===== src/rtl/mips_pkg.sv =====
// Shared types and constants for the HI/LO multiply/divide sequencer.
package mips_pkg;

  localparam int WIDTH_DEF = 32;
  localparam logic [WIDTH_DEF-1:0] DIV0_LO = '1;

  typedef enum logic [1:0] {
    IDLE,
    MUL,
    DIV,
    FIX
  } md_state_t;

  typedef enum logic {
    STEP_MUL,
    STEP_DIV
  } step_mode_t;

endpackage


===== src/rtl/muldiv_step.sv =====
// One iteration of the sequenced multiplier (shift-add) or restoring divider.
module muldiv_step
  import mips_pkg::*;
#(
  parameter int WIDTH = WIDTH_DEF
) (
  input  step_mode_t         mode,
  input  logic [2*WIDTH-1:0] acc,
  input  logic [WIDTH-1:0]   operand,
  output logic [2*WIDTH-1:0] acc_next
);

  logic [WIDTH:0]   sum;
  logic [WIDTH:0]   trial;
  logic [WIDTH-1:0] diff;

  // MUL: acc = {partial product, remaining multiplier bits}.
  // DIV: acc = {partial remainder, remaining dividend bits / quotient bits}.
  always_comb begin
    sum      = '0;
    trial    = '0;
    diff     = '0;
    acc_next = acc;
    if (mode == STEP_MUL) begin
      sum      = {1'b0, acc[2*WIDTH-1:WIDTH]} + (acc[0] ? {1'b0, operand} : '0);
      acc_next = {sum, acc[WIDTH-1:1]};
    end else begin
      trial = {acc[2*WIDTH-1:WIDTH], acc[WIDTH-1]};
      diff  = trial[WIDTH-1:0] - operand;
      if (trial >= {1'b0, operand}) begin
        acc_next = {diff, acc[WIDTH-2:0], 1'b1};
      end else begin
        acc_next = {trial[WIDTH-1:0], acc[WIDTH-2:0], 1'b0};
      end
    end
  end

endmodule


===== src/rtl/hilo_muldiv_ctrl.sv =====
// Multi-cycle mult/div sequencer owning HI/LO; stalls the pipeline on collisions.
module hilo_muldiv_ctrl
  import mips_pkg::*;
#(
  parameter int WIDTH = WIDTH_DEF
) (
  input  logic             clk,
  input  logic             rst,
  input  logic             start_mult,
  input  logic             start_div,
  input  logic             signed_op,
  input  logic [WIDTH-1:0] op_a,
  input  logic [WIDTH-1:0] op_b,
  input  logic             mf_req,
  output logic             busy,
  output logic             stall_md,
  output logic             done,
  output logic [WIDTH-1:0] hi,
  output logic [WIDTH-1:0] lo
);

  localparam int CW = $clog2(WIDTH);

  md_state_t          state, state_nx;
  step_mode_t         step_mode;
  logic [CW-1:0]      cnt;
  logic [2*WIDTH-1:0] acc, acc_step, prod_fix;
  logic [WIDTH-1:0]   divisor, dividend_raw, mag_a, mag_b, quo, rem, hi_fix, lo_fix;
  logic               op_div, neg_res, neg_rem, div0;
  logic               sign_a, sign_b, accept, last_iter;

  assign busy      = (state != IDLE);
  assign stall_md  = busy & (mf_req | start_mult | start_div);
  assign accept    = (state == IDLE) & (start_mult | start_div);
  assign last_iter = (cnt == CW'(WIDTH - 1));
  assign sign_a    = signed_op & op_a[WIDTH-1];
  assign sign_b    = signed_op & op_b[WIDTH-1];
  assign mag_a     = sign_a ? -op_a : op_a;
  assign mag_b     = sign_b ? -op_b : op_b;

  always_comb begin
    step_mode = STEP_MUL;
    if (state == DIV) step_mode = STEP_DIV;
  end

  muldiv_step #(.WIDTH(WIDTH)) u_step (
    .mode     (step_mode),
    .acc      (acc),
    .operand  (divisor),
    .acc_next (acc_step)
  );

  always_comb begin
    state_nx = state;
    unique case (state)
      IDLE: begin
        if (start_mult)     state_nx = MUL;
        else if (start_div) state_nx = DIV;
      end
      MUL, DIV: if (last_iter) state_nx = FIX;
      FIX:      state_nx = IDLE;
      default:  state_nx = IDLE;
    endcase
  end

  // Iterations run on magnitudes; signs are re-applied here in the FIX cycle.
  always_comb begin
    prod_fix = neg_res ? -acc : acc;
    quo      = acc[WIDTH-1:0];
    rem      = acc[2*WIDTH-1:WIDTH];
    hi_fix   = prod_fix[2*WIDTH-1:WIDTH];
    lo_fix   = prod_fix[WIDTH-1:0];
    if (op_div) begin
      if (div0) begin
        hi_fix = dividend_raw;
        lo_fix = WIDTH'(DIV0_LO);
      end else begin
        hi_fix = neg_rem ? -rem : rem;
        lo_fix = neg_res ? -quo : quo;
      end
    end
  end

  always_ff @(posedge clk or posedge rst) begin
    if (rst) state <= IDLE;
    else     state <= state_nx;
  end

  always_ff @(posedge clk or posedge rst) begin
    if (rst) begin
      cnt          <= '0;
      acc          <= '0;
      divisor      <= '0;
      dividend_raw <= '0;
      op_div       <= 1'b0;
      neg_res      <= 1'b0;
      neg_rem      <= 1'b0;
      div0         <= 1'b0;
      hi           <= '0;
      lo           <= '0;
      done         <= 1'b0;
    end else begin
      done <= 1'b0;
      if (accept) begin
        cnt          <= '0;
        acc          <= {{WIDTH{1'b0}}, mag_a};
        divisor      <= mag_b;
        dividend_raw <= op_a;
        op_div       <= ~start_mult;
        neg_res      <= sign_a ^ sign_b;
        neg_rem      <= sign_a;
        div0         <= (op_b == '0);
      end else if (state == MUL || state == DIV) begin
        acc <= acc_step;
        cnt <= cnt + 1'b1;
      end else if (state == FIX) begin
        hi   <= hi_fix;
        lo   <= lo_fix;
        done <= 1'b1;
      end
    end
  end

endmodule


===== config.mk =====
export PLATFORM = sky130hd
export DESIGN_NAME = hilo_muldiv_ctrl
export DESIGN_NICKNAME = d
export VERILOG_FILES = /design/src/rtl/mips_pkg.sv /design/src/rtl/muldiv_step.sv /design/src/rtl/hilo_muldiv_ctrl.sv
export SDC_FILE = /design/constraint.sdc
export NUM_CORES = 1
export LEC_CHECK = 0
export BUFFER_PORTS_ARGS = -buffer_cell sky130_fd_sc_hd__buf_2
export CAP_MARGIN = 20
export CORE_ASPECT_RATIO = 1.75
export CORE_MARGIN = 1.5
export CORE_UTILIZATION = 35
export CTS_BUF_LIST = sky130_fd_sc_hd__clkbuf_16
export DETAILED_ROUTE_END_ITERATION = 7
export HOLD_SLACK_MARGIN = 0.06
export PLACE_DENSITY = 0.56
export SLEW_MARGIN = 20
export SYNTH_ARGS = -nofsm -noshare
export SYNTH_HDL_FRONTEND = slang
export SYNTH_SLANG_ARGS = --single-unit

===== constraint.sdc =====
create_clock -name clk -period 13.51 [get_ports clk]
set_input_delay 0 -clock clk [delete_from_list [all_inputs] [get_ports clk]]
set_output_delay 0 -clock clk [all_outputs]
set_load 0.01 [all_outputs]

Yosys cells after proc, flatten, opt, wreduce, memory -nomap -nowiden

Index checks and enable logic that the tools add are counted.

Order comparisons: 1
Reductions and logical operators: 8
Add/subtract/negate cells: 8
Eq/ne operators: 6
Bitwise logic cells: 11
Mux-type cells: 24

Operators by type and width:

| cell                  | count |
|---|---|
| $mux W64              | 5 |
| $mux W32              | 9 |
| $neg A32 Y32          | 4 |
| $neg A64 Y64          | 1 |
| $add A32 B33 Y33      | 1 |
| $ge A33 B32 Y1        | 1 |
| $logic_not A32 Y1     | 1 |
| $sub A32 B32 Y32      | 1 |
| $mux W5               | 2 |
| $mux W2               | 3 |
| $pmux W2 S3           | 1 |
| $add A5 B1 Y5 const B | 1 |
| $eq A5 B5 Y1 const B  | 1 |
| $and A1 B1 Y1         | 4 |
| $eq A2 B2 Y1 const B  | 2 |
| $mux W1               | 4 |
| $reduce_bool A2 Y1    | 2 |
| $ne A3 B3 Y1 const B  | 1 |
| $not A1 Y1            | 3 |
| $or A1 B1 Y1          | 3 |
| $reduce_and A3 Y1     | 1 |
| $eq A2 B1 Y1 const B  | 1 |
| $logic_not A2 Y1      | 1 |
| $ne A2 B2 Y1 const B  | 1 |
| other kinds (4)       | 4 |

Output and inout bits: 67
Bits of input ports: 70
Bits in registers: 204

Logic depth before layout (Yosys ltp)

Gate-level depths: netlist of the first run.

Word-level depth: 5
Mapped depth: 15
Mapped depth without buffers: 14

Hierarchy

Synthesis of the first run repeated with hierarchy kept, for this count alone.

Cell total of the unflattened synthesis: 1989
Area total of the unflattened synthesis: 16607.2 sq um

Modules (own cells, without submodules):

| module           | area each (sq um) | times used | sequential area each (sq um) | cells each |
|---|---|---|---|---|
| hilo_muldiv_ctrl | 11908.9           | 1          | 5104.9                       | 1318 |
| muldiv_step      | 4698.3            | 1          | 0.0                          | 671 |

Least setup slack after synthesis of the first run

OpenSTA, ideal clock, no wires.

Path kind: reg-to-reg
Start point: register acc[0]
End point: register acc[56]
Setup time: 0.126 ns
Data arrival time: 3.133 ns
Required time: 13.384 ns
Cell stages (with the launch flop): 15
Path buffers: 1
Path slack: 10.251 ns
Period minus slack after synthesis: 3.259 ns
Path through: dfrtp_1 inv_1 clkbuf_1 nor2_1 ha_1 o211ai_1 o21ai_0 o22ai_1 o21a_1 o31ai_1 a31oi_1 o21ai_1 a21oi_1 xnor2_1 a221o_1

Cells in the longest elaborated chain, start to end: 5

Ends and longest elaborated chain:

| what                   | line                    | source |
|---|---|---|
| start, declared        | hilo_muldiv_ctrl.sv:27  | `logic [2*WIDTH-1:0] acc, acc_step, prod_fix;` |
| start signal, assigned | hilo_muldiv_ctrl.sv:106 | `acc <= {{WIDTH{1'b0}}, mag_a};` |
| start signal, assigned | hilo_muldiv_ctrl.sv:114 | `acc <= acc_step;` |
| $mux W32               | muldiv_step.sv:25       | `sum = {1'b0, acc[2*WIDTH-1:WIDTH]} + (acc[0] ? {1'b0, operand} : '0);` |
| $add A32 B33 Y33       | muldiv_step.sv:25       |  |
| $mux W64               | muldiv_step.sv:24       | `if (mode == STEP_MUL) begin` |
| $mux W64               | hilo_muldiv_ctrl.sv:113 | `end else if (state == MUL \|\| state == DIV) begin` |
| $mux W64               | hilo_muldiv_ctrl.sv:104 | `if (accept) begin` |

Every way passes these cells. The select of a mux whose other input is x is not followed.
A chain may end at the register's enable or synchronous reset.

Worst setup path in the final report of the first run

Start point: register acc[0]
End point: register acc[62]

The elaborated chain is that of the path after synthesis.

==> results of run 1 <==
## synthesized netlist by cell type, drive strengths merged (4+ instances only)
master	number
xor2	83
dfrtp	204
o22a	4
nand2	280
a22oi	4
o41ai	10
a21o	24
and2	8
o21ai	205
a31oi	19
o211ai	58
o22ai	6
nor4	15
mux2i	64
nand2b	18
clkbuf	103
nor2b	11
nor3b	4
o21a	11
and3	4
nor3	31
nand3	23
or4	16
or2	10
a211oi	26
o21bai	12
xnor2	111
o31a	4
buf	19
nor2	194
a21oi	155
inv	95
nand4	15
a221o	4
or3	20
o31ai	21
mux2	14
ha	73
## state kept, by name (all words and copies together), names as in the netlist
name / count
acc: 64
dividend_raw: 32
divisor: 32
hi: 32
lo: 32
cnt: 5
state: 2
div0: 1
done: 1
neg_rem: 1
neg_res: 1
op_div: 1
## stage by stage
stage	total power [µW]	setup slack [ns]
floorplan	3490	7.94
global placement	4290	9.12
detailed placement	4330	9.00
CTS	5020	9.00
global route	5470	8.66
finish	5010	8.93
## worst min-delay path by stage
stage / slack [ns] / endpoint / from
after floorplan: 0.09 / op_div$_DFFE_PP0P_ / start_mult
after global placement: 0.19 / done$_DFF_PP0_ / rst
after detailed placement: 0.20 / hi[22]$_DFFE_PP0P_ / rst
after CTS: 0.19 / hi[22]$_DFFE_PP0P_ / rst
after global routing: 0.20 / done$_DFF_PP0_ / rst
final: 0.11 / hi[22]$_DFFE_PP0P_ / rst
## worst reg2reg max path, cell delays in order, from the launching register on
cell and delay [ns]:
dfrtp_1 0.42, clkinv_1 0.78, nor2_1 0.32, ha_1 0.28, o211ai_1 0.11, o21ai_0 0.30
o22ai_1 0.25, o21a_1 0.26, o31ai_1 0.67, a41oi_1 0.39, o21ai_0 0.31, nor3b_1 0.09
nor4_1 0.19, nor3_1 0.08
## layer usage
metal  part of all wire  vias to the layer above
li1                   -                     7371
met1               0.39                     6989
met4              0.051                        0
met3              0.031                      127
met5                  0                        -
met2               0.53                      392
## report_power, final
| group | internal (µW) | switching (µW) |
|---|---|---|
| clock | 369 | 277 |
| combinational | 1240 | 1860 |
| sequential | 901 | 361 |
| total | 2510 | 2490 |
## repair_timing
| action | CTS | global route |
|---|---|---|
| hold endpoints to repair | 209 | 0 |
| hold buffers | 91 | 0 |
| gates resized for setup | 0 | 0 |
## cell families after synthesis
kind of cell             share of synthesized area
buffers and inverters                       0.0520
flip-flops                                   0.319
multiplexers                                0.0499
XOR/XNOR                                     0.106
AND/OR/NAND/NOR                              0.186
AO/OA/AOI/OAI                                0.227
adder cells (fa/ha/maj)                     0.0596
## final cells by class
type / instances / area share
flip-flops and latches: 204 / 0.272
multi-input cells: 1599 / 0.538
inverters: 95 / 0.0194
clock inverters: 17 / 0.00913
clock buffers: 23 / 0.0307
well taps: 577 / 0.0385
repair buffers: 243 / 0.0919
==> run metrics, run 1 <==
CTS tree yes; crit-path cells clkinv_1, nor2_1, ha_1, o211ai_1, o21ai_0, o22ai_1, o21a_1, o31ai_1, a41oi_1, o21ai_0, nor3b_1, nor4_1, nor3_1; CP top delay family compound AO/OA/AOI/OAI gates; CP Launch Type register; met2 usage 0.414; Stages on worst setup path 13; Slew Limit Fails 0; synthesized area per cell 7.91 µm²; routed length per instance 18.5 µm; worst path bufs/invs 1; most used cell, CP o21ai_0; global-route wire length before repair 81.2 mm; Crit Path Class reg2reg; 1st-pass router iterations 5; GRT busiest layer met2; initial antenna violation count 0; CTS clk-pin slew, worst paths 0.07 ns; reg2reg end acc[62]$_DFFE_PP0P_; Post-DRT Antenna Nets 0; layout cell share with drive strength beyond 1 0.108; fraction of registers with async set/reset 1.00; fin util 0.416; slew margin rel. 0.345; met3 Use GR 0.0167; GPL Wtd Cong 0.934; Placed Cells 2627; via count 14900; Crit Path Max Fanout 32; most frequent cells in the layout nand2_1, dfrtp_1, o21ai_0; Worst-Margin Slew 0.980 ns; row cnt 103; reg2reg setup slack 8.93 ns; post-synth top area share 0.319; clk_lat worst skew 0.54 ns; Power Dens Cells 267 mW/mm²; Mapped Cells 2020; crit-path max cell delay 0.78 ns; worst r2r path cells 13; multi-input logic area 0.0101 mm²; Seq cells post-synth 204; number of diodes 0; FF-to-FF Start acc[0]$_DFFE_PP0P_; port buffer count 136; Clock Sink Count 204; Top Ports 137; gr ovfl total 0; Vias/cell 5.39; core footprint 0.0451 mm²; placed cell area 0.0171 mm²; WHS 0.113 ns; Synth area leaders dfrtp_1, nand2_1, o21ai_0, xnor2_1, ha_1; Layout area overhead 17.4%; RSZ-0062 raised after global routing no; final instance area 0.0188 mm²; clock root buffer clkbuf_16; largest area contributor in the netlist dfrtp_1; DRC 0; status complete, no violations; Synth warnings 0; DPL Wire Length 38.6 mm; VDD IR max 169 µV; Setup crit end kind register; Final min period 4.58 ns; vias in the first global route 15000; Crit path required time 13.92 ns; last element of the critical path acc[62]$_DFFE_PP0P_; sequential area share after synthesis 0.319; fillers 4692; number of setup buffers added after CTS 0; clock buffer depth 3; max_cap viols 0; final hold vios 0; commonest non-fill, non-tap cell in the layout nand2_1; fin cells 2758; number of flops mapped to enable cells by yosys 0; Tot GR Track Use 0.217; Die X-Extent 165 µm; leakage dissipation 0.00812 µW; die height 286 µm; TNS Setup 0 ns; largest net degree at the start of global routing 177; Synth cell types 74; grt met1 use 0.235; crit path DAT 4.99 ns; Num CTS Buffers 22; Tcrit/Tclk final 0.339; die area 0.0470 mm²; register area 0.00511 mm²; final net count 2310; Initial DRC Count 1120; Synth Cell Area 0.0160 mm²; Worst setup startpoint acc[0]$_DFFE_PP0P_; final setup fails 0; CTS H-Tree Depth 1; Syn Nets 2165; Initial Util 0.354; most used flip-flop cell after synthesis dfrtp_1; clk_skew 0.0163 ns; drt total wl 51.1 mm; Min-Delay Path Class in2async; slowest CP cell clkinv_1; Fmax achieved 218 MHz
Note: power is estimated with default switching activity, not from simulation.
==> inputs of run 2 (changes only) <==
- ABC_AREA: default -> 1
- PLACE_DENSITY: 0.56 -> 0.55
- clock period: 13.51 -> 4.3 ns (I/O delays scaled with it)
==> run metrics, run 2 <==
DRC 0 (unchanged); port buffer count 136 (unchanged); Die X-Extent 178 µm (+8.4%); clk_skew 0.0289 ns (+0.0126 ns); drt total wl 98.0 mm (+92%); max reg flops 64 (unchanged); fin util 0.412 (-0.00444); global-route wire length before repair 140 mm (+72%); core footprint 0.0533 mm² (+18%); Commonest cells post-synth nand2_1, inv_1, nor2_1; Synth area leaders dfrtp_1, nand2_1, inv_1, nor2_1, nand3_1; GPL Wtd Cong 1.05 (+13%); worst hold stages 6; Initial Util 0.354 (-0.000778); largest area contributor in the netlist dfrtp_1; commonest non-fill, non-tap cell in the layout nand2_1; Syn Nets 3301 (+52%); die area 0.0553 mm² (+18%); crit path DAT 3.97 ns (-1.02 ns); Setup crit end kind register; VDD IR max 457 µV (+170%); Synth cell types 55 (-26%); Resized Gates After CTS 0 (unchanged); Initial DRC Count 1590 (+42%); clk_lat worst skew 0.60 ns (+0.06 ns); Tot GR Track Use 0.356 (+0.138); multi-input logic area 0.0116 mm² (+14%); clock buffer depth 3 (unchanged); synthesized area per cell 5.97 µm² (-25%); Slew Limit Fails 0 (unchanged); CTS H-Tree Depth 1 (unchanged); Synth warnings 0 (unchanged); Worst Hold Endpoint divisor[2]$_DFFE_PP0P_; Fmax achieved 280 MHz (+28%); reg2reg setup slack 0.72 ns (-8.21 ns); Mapped Cells 3156 (+56%); TNS Setup 0 ns (unchanged); max_cap viols 0 (unchanged); register area 0.00511 mm² (about the same); placed cell area 0.0203 mm² (+19%); Synth Cell Area 0.0188 mm² (+18%); CTS clk-pin slew, worst paths 0.07 ns (about the same); worst r2r path cells 9 (-4); Top Ports 137 (unchanged); most used flip-flop cell after synthesis dfrtp_1; largest net degree at the start of global routing 124 (-30%); CTS tree yes; Clock Sink Count 204 (unchanged); die height 310 µm (+8.4%); FF-to-FF Start state[0]$_DFFE_PP0P_; routed length per instance 24.2 µm (+31%); final setup fails 0 (unchanged); post-synth top area share 0.271 (-0.0483); Tcrit/Tclk final 0.832 (+0.493); Num CTS Buffers 24 (+9.1%); Crit Path Class reg2reg; RSZ-0062 raised after global routing no; final hold vios 0 (unchanged); fillers 6015 (+28%); clock root buffer clkbuf_16; sequential area share after synthesis 0.271 (-0.0483); reg2reg end divisor[1]$_DFFE_PP0P_; hold wc startpoint op_b[1]; 1st-pass router iterations 6 (+1); Power Dens Cells 907 mW/mm² (+240%); slew margin rel. 0.289 (-0.0564); fraction of registers with async set/reset 1.00 (unchanged); Min-Delay Path Class in2reg; layout cell share with drive strength beyond 1 0.0792 (-0.0290); count leader, synth nand2_1; CP Launch Type register; final instance area 0.0219 mm² (+17%); Worst-Margin Slew 1.06 ns (+0.0828 ns); final net count 3487 (+51%); row cnt 112 (+8.7%); Post-DRT Antenna Nets 0 (unchanged); number of flops mapped to enable cells by yosys 0 (unchanged); Vias/cell 5.38 (-0.33%); initial antenna violation count 3 (+3); vias in the first global route 21400 (+43%); most frequent cells in the layout nand2_1, inv_1, nor2_1; leakage dissipation 0.0111 µW (+37%); Crit Path Max Fanout 34 (+6.3%); via count 21700 (+46%); DPL Wire Length 75.3 mm (+95%); Final min period 3.58 ns (-1.00 ns); number of setup buffers added after CTS 0 (unchanged); Seq cells post-synth 204 (unchanged); Crit path required time 4.70 ns (-9.22 ns); status complete, no violations; Largest Register acc; Layout area overhead 16.4%; hold_buf cts 84 (-7.7%); gr ovfl total 0 (unchanged)
-- run 2: worst max-delay path by stage --
| stage | from | endpoint | slack, ns | depth (start not counted) |
|---|---|---|---|---|
| 4_1_cts | state[0]$_DFFE_PP0P_ | divisor[1]$_DFFE_PP0P_ | 0.76 | 9 |
| 6_report | state[0]$_DFFE_PP0P_ | divisor[1]$_DFFE_PP0P_ | 0.72 | 9 |
| 3_5_place_dp | state[0]$_DFFE_PP0P_ | divisor[1]$_DFFE_PP0P_ | 0.80 | 9 |
| 5_1_grt | acc[0]$_DFFE_PP0P_ | acc[61]$_DFFE_PP0P_ | 0.53 | 17 |
| 2_1_floorplan | rst | acc[0]$_DFFE_PP0P_ | 1.66 | 1 |
| 3_3_place_gp | state[0]$_DFFE_PP0P_ | divisor[1]$_DFFE_PP0P_ | 0.80 | 9 |
-- run 2: layer usage --
layer | vias to the layer above | track usage | part of all wire
met4 | 4 | 0.379 | 0.13
met2 | 814 | 0.617 | 0.49
met3 | 373 | 0.0794 | 0.061
met5 | - | 0 | 0.00024
li1 | 10500 | - | -
met1 | 10000 | 0.326 | 0.32
-- run 2: power breakdown --
part	internal, µW	switching [µW]
clock	1180	986
sequential	2910	1430
combinational	4050	9330
total	8130	11700
-- run 2: cell type report --
cell class	count	share of cell area
multi-input cells	2379	0.527
diodes	1	0.000114
flip-flops and latches	204	0.233
clock inverters	16	0.00645
inverters	473	0.0813
clock buffers	25	0.0285
repair buffers	260	0.0844
well taps	684	0.0390
-- run 2: kinds of logic after synthesis --
logic type / after synthesis / share of synthesized area
xor+xnor: 59 / 0.0274
flops: 204 / 0.271
simple gates: 1739 / 0.386
compound gates: 506 / 0.148
buf+inv: 573 / 0.116
fa+ha+maj: 75 / 0.0506
-- run 2: per-stage QoR --
step                instances  total power [µW]  setup slack [ns]  hold slack, ns
floorplan                3156             12100              1.66           0.121
global placement         3914             17200             0.803          0.0586
detailed placement       3914             17200             0.799          0.0539
CTS                      4039             19500             0.760          0.0741
global route             4041             21300             0.527           0.131
finish                   4042             19900             0.723          0.0706
-- run 2: worst max-delay path, stage by stage, from the launching register on --
cell and delay (ns):
dfrtp_1 0.39, inv_1 0.10, ha_1 0.18, inv_1 0.12, nor2_4 0.59, buf_4 0.48, buf_4 0.42, o21ai_0 0.14
a21oi_1 0.72, a21oi_1 0.19
